File: src/rtl/fetch_instruction_pkg.sv
// Shared widths, types and PC helper for the instruction-fetch stage.
package fetch_instruction_pkg;

    localparam int unsigned WORD    = 32;
    localparam int unsigned ADDR    = 32;
    localparam int unsigned PC_STEP = 4;

    typedef logic [ADDR-1:0] addr_t;
    typedef logic [WORD-1:0] word_t;

    localparam addr_t RESET_PC_DEFAULT = '0;

    // One fetched instruction together with its address
    typedef struct packed {
        addr_t pc;
        word_t inst;
    } fetch_entry_t;

    // Sequential successor; wraps modulo 2^ADDR
    function automatic addr_t next_pc(input addr_t pc);
        return pc + ADDR'(PC_STEP);
    endfunction

endpackage

File: src/rtl/fetch_instruction_if.sv
// Fetch-stage bus: instruction-memory read port plus the decode-facing stream.
interface fetch_instruction_if;
    import fetch_instruction_pkg::*;

    addr_t imem_addr_o;
    logic  imem_re_o;
    word_t imem_data_i;
    logic  v_o;
    word_t inst_o;
    addr_t pc_o;
    logic  stall_i;
    logic  branch_i;
    addr_t branch_addr_i;

    modport master (
        output imem_addr_o, imem_re_o, v_o, inst_o, pc_o,
        input  imem_data_i, stall_i, branch_i, branch_addr_i
    );

    modport slave (
        input  imem_addr_o, imem_re_o, v_o, inst_o, pc_o,
        output imem_data_i, stall_i, branch_i, branch_addr_i
    );

endinterface

File: src/rtl/fetch_hold_buffer.sv
// One-entry skid register for the in-flight word plus the decode output mux.
module fetch_hold_buffer
    import fetch_instruction_pkg::*;
(
    input  logic         clk,
    input  logic         rst_n,
    input  logic         i_capture,
    input  logic         i_clear,
    input  logic         i_fetch_v,
    input  fetch_entry_t i_fetch,
    output logic         o_hold_v,
    output logic         o_v,
    output fetch_entry_t o_out
);

    logic         r_hold_v;
    fetch_entry_t r_hold;

    always_ff @(posedge clk or negedge rst_n) begin
        if (!rst_n) begin
            r_hold_v <= 1'b0;
            r_hold   <= '0;
        end else if (i_clear) begin
            r_hold_v <= 1'b0;
        end else if (i_capture) begin
            r_hold_v <= 1'b1;
            r_hold   <= i_fetch;
        end
    end

    // Held word wins; an invalid live slot is forced to zero
    always_comb begin
        o_hold_v = r_hold_v;
        o_v      = r_hold_v | i_fetch_v;
        o_out    = '0;
        if (r_hold_v) begin
            o_out = r_hold;
        end else if (i_fetch_v) begin
            o_out = i_fetch;
        end
    end

endmodule

File: src/rtl/fetch_instruction.sv
// Instruction-fetch stage: PC, imem read issue, redirect and stall handling.
module fetch_instruction
    import fetch_instruction_pkg::*;
#(
    parameter addr_t RESET_PC = RESET_PC_DEFAULT
) (
    input  logic                 clk,
    input  logic                 reset,
    fetch_instruction_if.master  bus
);

    addr_t        r_pc;
    addr_t        r_fetch_pc;
    logic         r_fetch_v;
    logic         w_issue;
    logic         w_hold_v;
    logic         w_capture;
    logic         w_clear;
    logic         w_out_v;
    fetch_entry_t w_fetch;
    fetch_entry_t w_out;

    assign w_issue         = reset & (bus.branch_i | ~bus.stall_i);
    assign bus.imem_re_o   = w_issue;
    assign bus.imem_addr_o = (reset & bus.branch_i) ? bus.branch_addr_i : r_pc;

    // Park the live memory word only on the first stalled cycle
    assign w_clear   = bus.branch_i | ~bus.stall_i;
    assign w_capture = bus.stall_i & ~bus.branch_i & ~w_hold_v & r_fetch_v;
    assign w_fetch   = '{pc: r_fetch_pc, inst: bus.imem_data_i};

    fetch_hold_buffer u_hold (
        .clk       (clk),
        .rst_n     (reset),
        .i_capture (w_capture),
        .i_clear   (w_clear),
        .i_fetch_v (r_fetch_v),
        .i_fetch   (w_fetch),
        .o_hold_v  (w_hold_v),
        .o_v       (w_out_v),
        .o_out     (w_out)
    );

    assign bus.v_o    = w_out_v;
    assign bus.inst_o = w_out.inst;
    assign bus.pc_o   = w_out.pc;

    // Redirect beats stall; a stalled slot is emptied once its word is parked
    always_ff @(posedge clk or negedge reset) begin
        if (!reset) begin
            r_pc       <= RESET_PC;
            r_fetch_v  <= 1'b0;
            r_fetch_pc <= '0;
        end else if (bus.branch_i) begin
            r_fetch_v  <= 1'b1;
            r_fetch_pc <= bus.branch_addr_i;
            r_pc       <= next_pc(bus.branch_addr_i);
        end else if (!bus.stall_i) begin
            r_fetch_v  <= 1'b1;
            r_fetch_pc <= r_pc;
            r_pc       <= next_pc(r_pc);
        end else if (!w_hold_v && r_fetch_v) begin
            r_fetch_v  <= 1'b0;
        end
    end

endmodule

File: src/flat_wrapper.sv
// flat-port wrapper written by rule: the top's interface ports become plain ports
module fetch_instruction_flat import fetch_instruction_pkg::*;
#(
    parameter addr_t RESET_PC = RESET_PC_DEFAULT
)
  (clk, reset, bus_imem_addr_o, bus_imem_re_o, bus_v_o, bus_inst_o, bus_pc_o, bus_imem_data_i, bus_stall_i, bus_branch_i, bus_branch_addr_i);
  fetch_instruction_if bus_i ();
  input  logic clk;
  input  logic reset;
  output wire logic [$bits(bus_i.imem_addr_o)-1:0] bus_imem_addr_o;
  output wire logic [$bits(bus_i.imem_re_o)-1:0] bus_imem_re_o;
  output wire logic [$bits(bus_i.v_o)-1:0] bus_v_o;
  output wire logic [$bits(bus_i.inst_o)-1:0] bus_inst_o;
  output wire logic [$bits(bus_i.pc_o)-1:0] bus_pc_o;
  input wire logic [$bits(bus_i.imem_data_i)-1:0] bus_imem_data_i;
  input wire logic [$bits(bus_i.stall_i)-1:0] bus_stall_i;
  input wire logic [$bits(bus_i.branch_i)-1:0] bus_branch_i;
  input wire logic [$bits(bus_i.branch_addr_i)-1:0] bus_branch_addr_i;
  assign bus_imem_addr_o = bus_i.imem_addr_o;
  assign bus_imem_re_o = bus_i.imem_re_o;
  assign bus_v_o = bus_i.v_o;
  assign bus_inst_o = bus_i.inst_o;
  assign bus_pc_o = bus_i.pc_o;
  assign bus_i.imem_data_i = bus_imem_data_i;
  assign bus_i.stall_i = bus_stall_i;
  assign bus_i.branch_i = bus_branch_i;
  assign bus_i.branch_addr_i = bus_branch_addr_i;
  fetch_instruction #(.RESET_PC(RESET_PC)) u_core (.clk(clk), .reset(reset), .bus(bus_i));
endmodule
File: config.mk
export PLATFORM = sky130hd
export DESIGN_NAME = fetch_instruction_flat
export DESIGN_NICKNAME = d
export VERILOG_FILES = /design/src/rtl/fetch_instruction_pkg.sv /design/src/rtl/fetch_instruction_if.sv /design/src/rtl/fetch_hold_buffer.sv /design/src/rtl/fetch_instruction.sv /design/src/flat_wrapper.sv
export SDC_FILE = /design/constraint.sdc
export NUM_CORES = 1
export LEC_CHECK = 0
export BUFFER_PORTS_ARGS = -buffer_cell sky130_fd_sc_hd__buf_4
export CAP_MARGIN = 5
export CORE_MARGIN = 2
export CORE_UTILIZATION = 55
export DETAILED_ROUTE_END_ITERATION = 12
export GPL_ROUTABILITY_DRIVEN = 0
export PLACE_DENSITY = 0.81
export SKIP_LAST_GASP = 1
export SYNTH_ARGS = -nofsm -noshare
export SYNTH_HDL_FRONTEND = slang
export SYNTH_SLANG_ARGS = --single-unit
File: constraint.sdc
create_clock -name clk -period 3.9 [get_ports clk]
set_clock_uncertainty 0.2 [all_clocks]
set_input_delay 0.975 -clock clk [delete_from_list [all_inputs] [get_ports clk]]
set_output_delay 0.975 -clock clk [all_outputs]
set_load 0.005 [all_outputs]
==> impl_table.tex <==
\begin{tabular}{lr}
\hline
Metric & Value \\
\hline
\multicolumn{2}{l}{\textbf{Run status}} \\
Result of the run & completed \\
\multicolumn{2}{l}{\textbf{Timing}} \\
Final hold viol count & 0 \\
Worst setup slack after layout & 570 ps \\
Count of pins over their slew limit & 0 \\
Finish-stage setup viols & 0 \\
Final total negative setup slack & 0 ps \\
Final cycle utilization of the critical path & 0.854 \\
Transition time at the pin with the least slew margin & 988 ps \\
Minimum clock period after layout & 3330 ps \\
Fmax & 300 MHz \\
RSZ-0062 raised after global routing & false \\
Worst-case headroom to the max-slew limit & 0.341 \\
\multicolumn{2}{l}{\textbf{Yosys}} \\
Cell area after technology mapping & 0.00750 mm\^{}2 \\
Async set or reset register ratio after synthesis & 1.00 \\
Ranking of synthesized cells by area & sky130\_fd\_sc\_hd\_\_dfrtp\_1, sky130\_fd\_sc\_hd\_\_mux2\_2, sky130\_fd\_sc\_hd\_\_a22o\_1 \\
Post-synthesis share of cell area spent on full adders, half adders and majority gates & 0.00167 \\
Warnings, synthesis & 0 \\
Post-Syn Instances & 681 \\
Dominant combinational cell family by area after synthesis & multiplexers \\
Portion of the post-synthesis area used by sequential elements & 0.433 \\
Area share of the largest cell type after synthesis & 0.433 \\
Flop and latch count out of synthesis & 130 \\
Synth Area in Simple Gates & 0.115 \\
Share of synthesized area spent on multiplexers & 0.224 \\
Mean instance size in the synthesized netlist & 11.0 um\^{}2 \\
Dominant cell type by area after synthesis & sky130\_fd\_sc\_hd\_\_dfrtp\_1 \\
Fraction of synthesized cell area in xor and xnor cells & 0.0642 \\
Count of flip-flops with a built-in enable after synthesis & 0 \\
Post-Syn Nets & 750 \\
Top flip-flop cell by instance count after synthesis & sky130\_fd\_sc\_hd\_\_dfrtp\_1 \\
Yosys cell types & 50 \\
Synth Area in Compound Gates & 0.129 \\
\multicolumn{2}{l}{\textbf{Power and ir drop}} \\
Power per cell area & 462 mW/mm\^{}2 \\
Leakage dissipation & 0.00428 uW \\
Worst supply voltage drop on vdd & 235 uV \\
\multicolumn{2}{l}{\textbf{Global routing}} \\
First-pass GRT wire length & 30.4 mm \\
Largest net degree at the start of global routing & 78 \\
Total overflow reported by the global router & 0 \\
Number of antenna violations at the first check in global routing & 0 \\
Number of global-route vias before repair & 5,765 \\
All-layer global routing usage & 0.263 \\
\multicolumn{2}{l}{\textbf{Setup path}} \\
Crit-path max FO & 32 \\
Beginning of the worst register-to-register path & u\_core.r\_pc[3] \\
Logic depth of the worst register-to-register path & 8 \\
Required @ worst endpoint & 2720 ps \\
Critical path class & in2out \\
Crit Reg-Reg Endpoint & u\_core.r\_pc[24] \\
Register-to-register setup slack & 1140 ps \\
Sort of element at the end of the critical path & primary output \\
Crit path arrival time & 2160 ps \\
Kind of start point of the critical path & primary input \\
\multicolumn{2}{l}{\textbf{Final layout}} \\
Fin area & 0.00946 mm\^{}2 \\
Final non-filler cell total & 1,014 \\
Net count, final & 894 \\
Number of antenna cells inserted & 0 \\
Commonest non-fill, non-tap cell in the layout & sky130\_fd\_sc\_hd\_\_buf\_4 \\
Share of post-route cells with drive strength above 1 & 0.396 \\
Synth-to-layout area growth & 26.0\% \\
Most frequent cells in the layout & sky130\_fd\_sc\_hd\_\_buf\_4, sky130\_fd\_sc\_hd\_\_dfrtp\_1, sky130\_fd\_sc\_hd\_\_mux2\_2 \\
\multicolumn{2}{l}{\textbf{Floorplan}} \\
Ports placed on the boundary & 166 \\
Effective utilization at floorplan & 0.564 \\
Core Box Area & 0.0133 mm\^{}2 \\
Chip height & 121 um \\
DIE AREA & 0.0146 mm\^{}2 \\
Horizontal die dimension & 121 um \\
Floorplan row count & 42 \\
\multicolumn{2}{l}{\textbf{Clock tree}} \\
Clock slew seen by the registers of the worst setup and hold paths & 50 ps \\
Number of setup buffers added after CTS & 0 \\
Clock root cell & sky130\_fd\_sc\_hd\_\_clkbuf\_16 \\
Number of cells upsized or downsized after cts & 0 \\
Buffer levels on the longest clock path & 2 \\
CTS tree & done \\
Total number of clock tree sinks & 130 \\
Skew-Pair Late Insertion Delay & 410 ps \\
Maximum level of the CTS H-tree & 4 \\
Cts bufs inserted & 17 \\
Cts-stage hold buffer count & 0 \\
\multicolumn{2}{l}{\textbf{Drt}} \\
DRC violations left & 0 \\
Router iterations before antenna repair & 5 \\
Routed Antenna Nets & 0 \\
Via Count & 5,895 \\
Final WL & 18.5 mm \\
Routed length per placed instance & 18.3 um \\
Starting DRT DRC Count & 473 \\
Via/cell ratio & 5.81 \\
\multicolumn{2}{l}{\textbf{Placement}} \\
Total placed cells including tap cells & 982 \\
Place WS & 343 ps \\
Input/output buffers & 165 \\
DP Wirelength & 13.1 mm \\
Area of placed instances & 0.00886 mm\^{}2 \\
\multicolumn{2}{l}{\textbf{Worst hold path}} \\
Worst hold path type & reg2reg \\
Hold-critical path depth & 1 \\
Endpoint of the worst hold path & u\_core.u\_hold.r\_hold[45] \\
Source of the worst hold timing path & u\_core.u\_hold.r\_hold[45] \\
\multicolumn{2}{l}{\textbf{Job}} \\
Reported max-cap violation count & 0 \\
\hline
\end{tabular}
==> synthesized netlist by cell type, types with 3 or more instances <==
library cell               count
sky130_fd_sc_hd__nand4_1       6
sky130_fd_sc_hd__nand3b_1      5
sky130_fd_sc_hd__nand2b_1      3
sky130_fd_sc_hd__nor3_1       15
sky130_fd_sc_hd__nand3_1      16
sky130_fd_sc_hd__a22o_1       63
sky130_fd_sc_hd__inv_1         4
sky130_fd_sc_hd__mux2_2      102
sky130_fd_sc_hd__o21ai_0      34
sky130_fd_sc_hd__mux2i_1      53
sky130_fd_sc_hd__clkbuf_1     27
sky130_fd_sc_hd__dfrtp_1     130
sky130_fd_sc_hd__buf_1        13
sky130_fd_sc_hd__xor2_1        9
sky130_fd_sc_hd__nor4_2        7
sky130_fd_sc_hd__a21oi_1       8
sky130_fd_sc_hd__buf_2         9
sky130_fd_sc_hd__nor2_1       27
sky130_fd_sc_hd__nor2b_1       5
sky130_fd_sc_hd__and2_1        4
sky130_fd_sc_hd__a32o_1        4
sky130_fd_sc_hd__nand2_1      54
sky130_fd_sc_hd__a31oi_1       3
sky130_fd_sc_hd__buf_6         3
sky130_fd_sc_hd__xnor2_1      46
==> routing by layer <==
layer / wire length, um / GRT usage / vias to the layer above / share of wire
met5: 0 / 0 / - / 0
met4: 225 / 0.0858 / 0 / 0.012
li1: - / - / 2760 / -
met3: 1300 / 0.0571 / 23 / 0.070
met1: 8200 / 0.366 / 2891 / 0.44
met2: 8820 / 0.411 / 221 / 0.48
==> cell families (layout without fill, tap and decap cells) <==
group,count (synthesis),count (layout)
compound gates,126,126
xor+xnor,55,55
fa+ha+maj,1,1
buf+inv,57,214
flops,130,130
mux,155,155
simple gates,157,157
==> sequential cells by signal, summed over array words and instances (netlist names) <==
signal	count
u_core.r_fetch_v	1
u_core.r_fetch_pc	32
u_core.u_hold.o_hold_v	1
u_core.r_pc	32
u_core.u_hold.r_hold	64
==> power by group <==
| part | switching [uW] | internal (uW) |
|---|---|---|
| Sequential | 203 | 1590 |
| Combinational | 412 | 568 |
| Clock | 560 | 1030 |
==> worst max-delay path: stages <==
cell	delay, ps
sky130_fd_sc_hd__buf_4	180
sky130_fd_sc_hd__nand2_1	70
sky130_fd_sc_hd__buf_4	360
sky130_fd_sc_hd__mux2_2	400
sky130_fd_sc_hd__buf_4	140
==> worst max-delay path by stage <==
stage | from | endpoint | slack (ps) | cells past startpoint
finish | bus_branch_i | bus_imem_addr_o[28] | 570 | 5
global route | bus_branch_i | bus_imem_addr_o[28] | 510 | 5
CTS | bus_branch_i | bus_imem_addr_o[28] | 570 | 5
detailed placement | bus_branch_i | u_core.r_pc[26] | 340 | 10
global placement | bus_branch_i | u_core.r_pc[28] | 500 | 10
floorplan | bus_branch_i | u_core.r_pc[26] | 160 | 13
==> metrics by stage <==
| stage | util | total power (uW) | hold WS (ps) |
|---|---|---|---|
| floorplan | - | 2330 | 281 |
| global placement | 0.667 | 2750 | 290 |
| detailed placement | 0.667 | 2800 | 297 |
| CTS | 0.711 | 4390 | 309 |
| global route | 0.711 | 4570 | 320 |
| finish | 0.711 | 4370 | 307 |
==> cell type report <==
type | instances | area, um^2
multi-input cells | 494 | 4010
fillers | 974 | 3840
flip-flops and latches | 130 | 3250
repair buffers | 178 | 1360
clock buffers | 20 | 457
well taps | 176 | 220
clock inverters | 12 | 138
inverters | 4 | 15.0
Note: power is estimated with default switching activity, not from simulation.
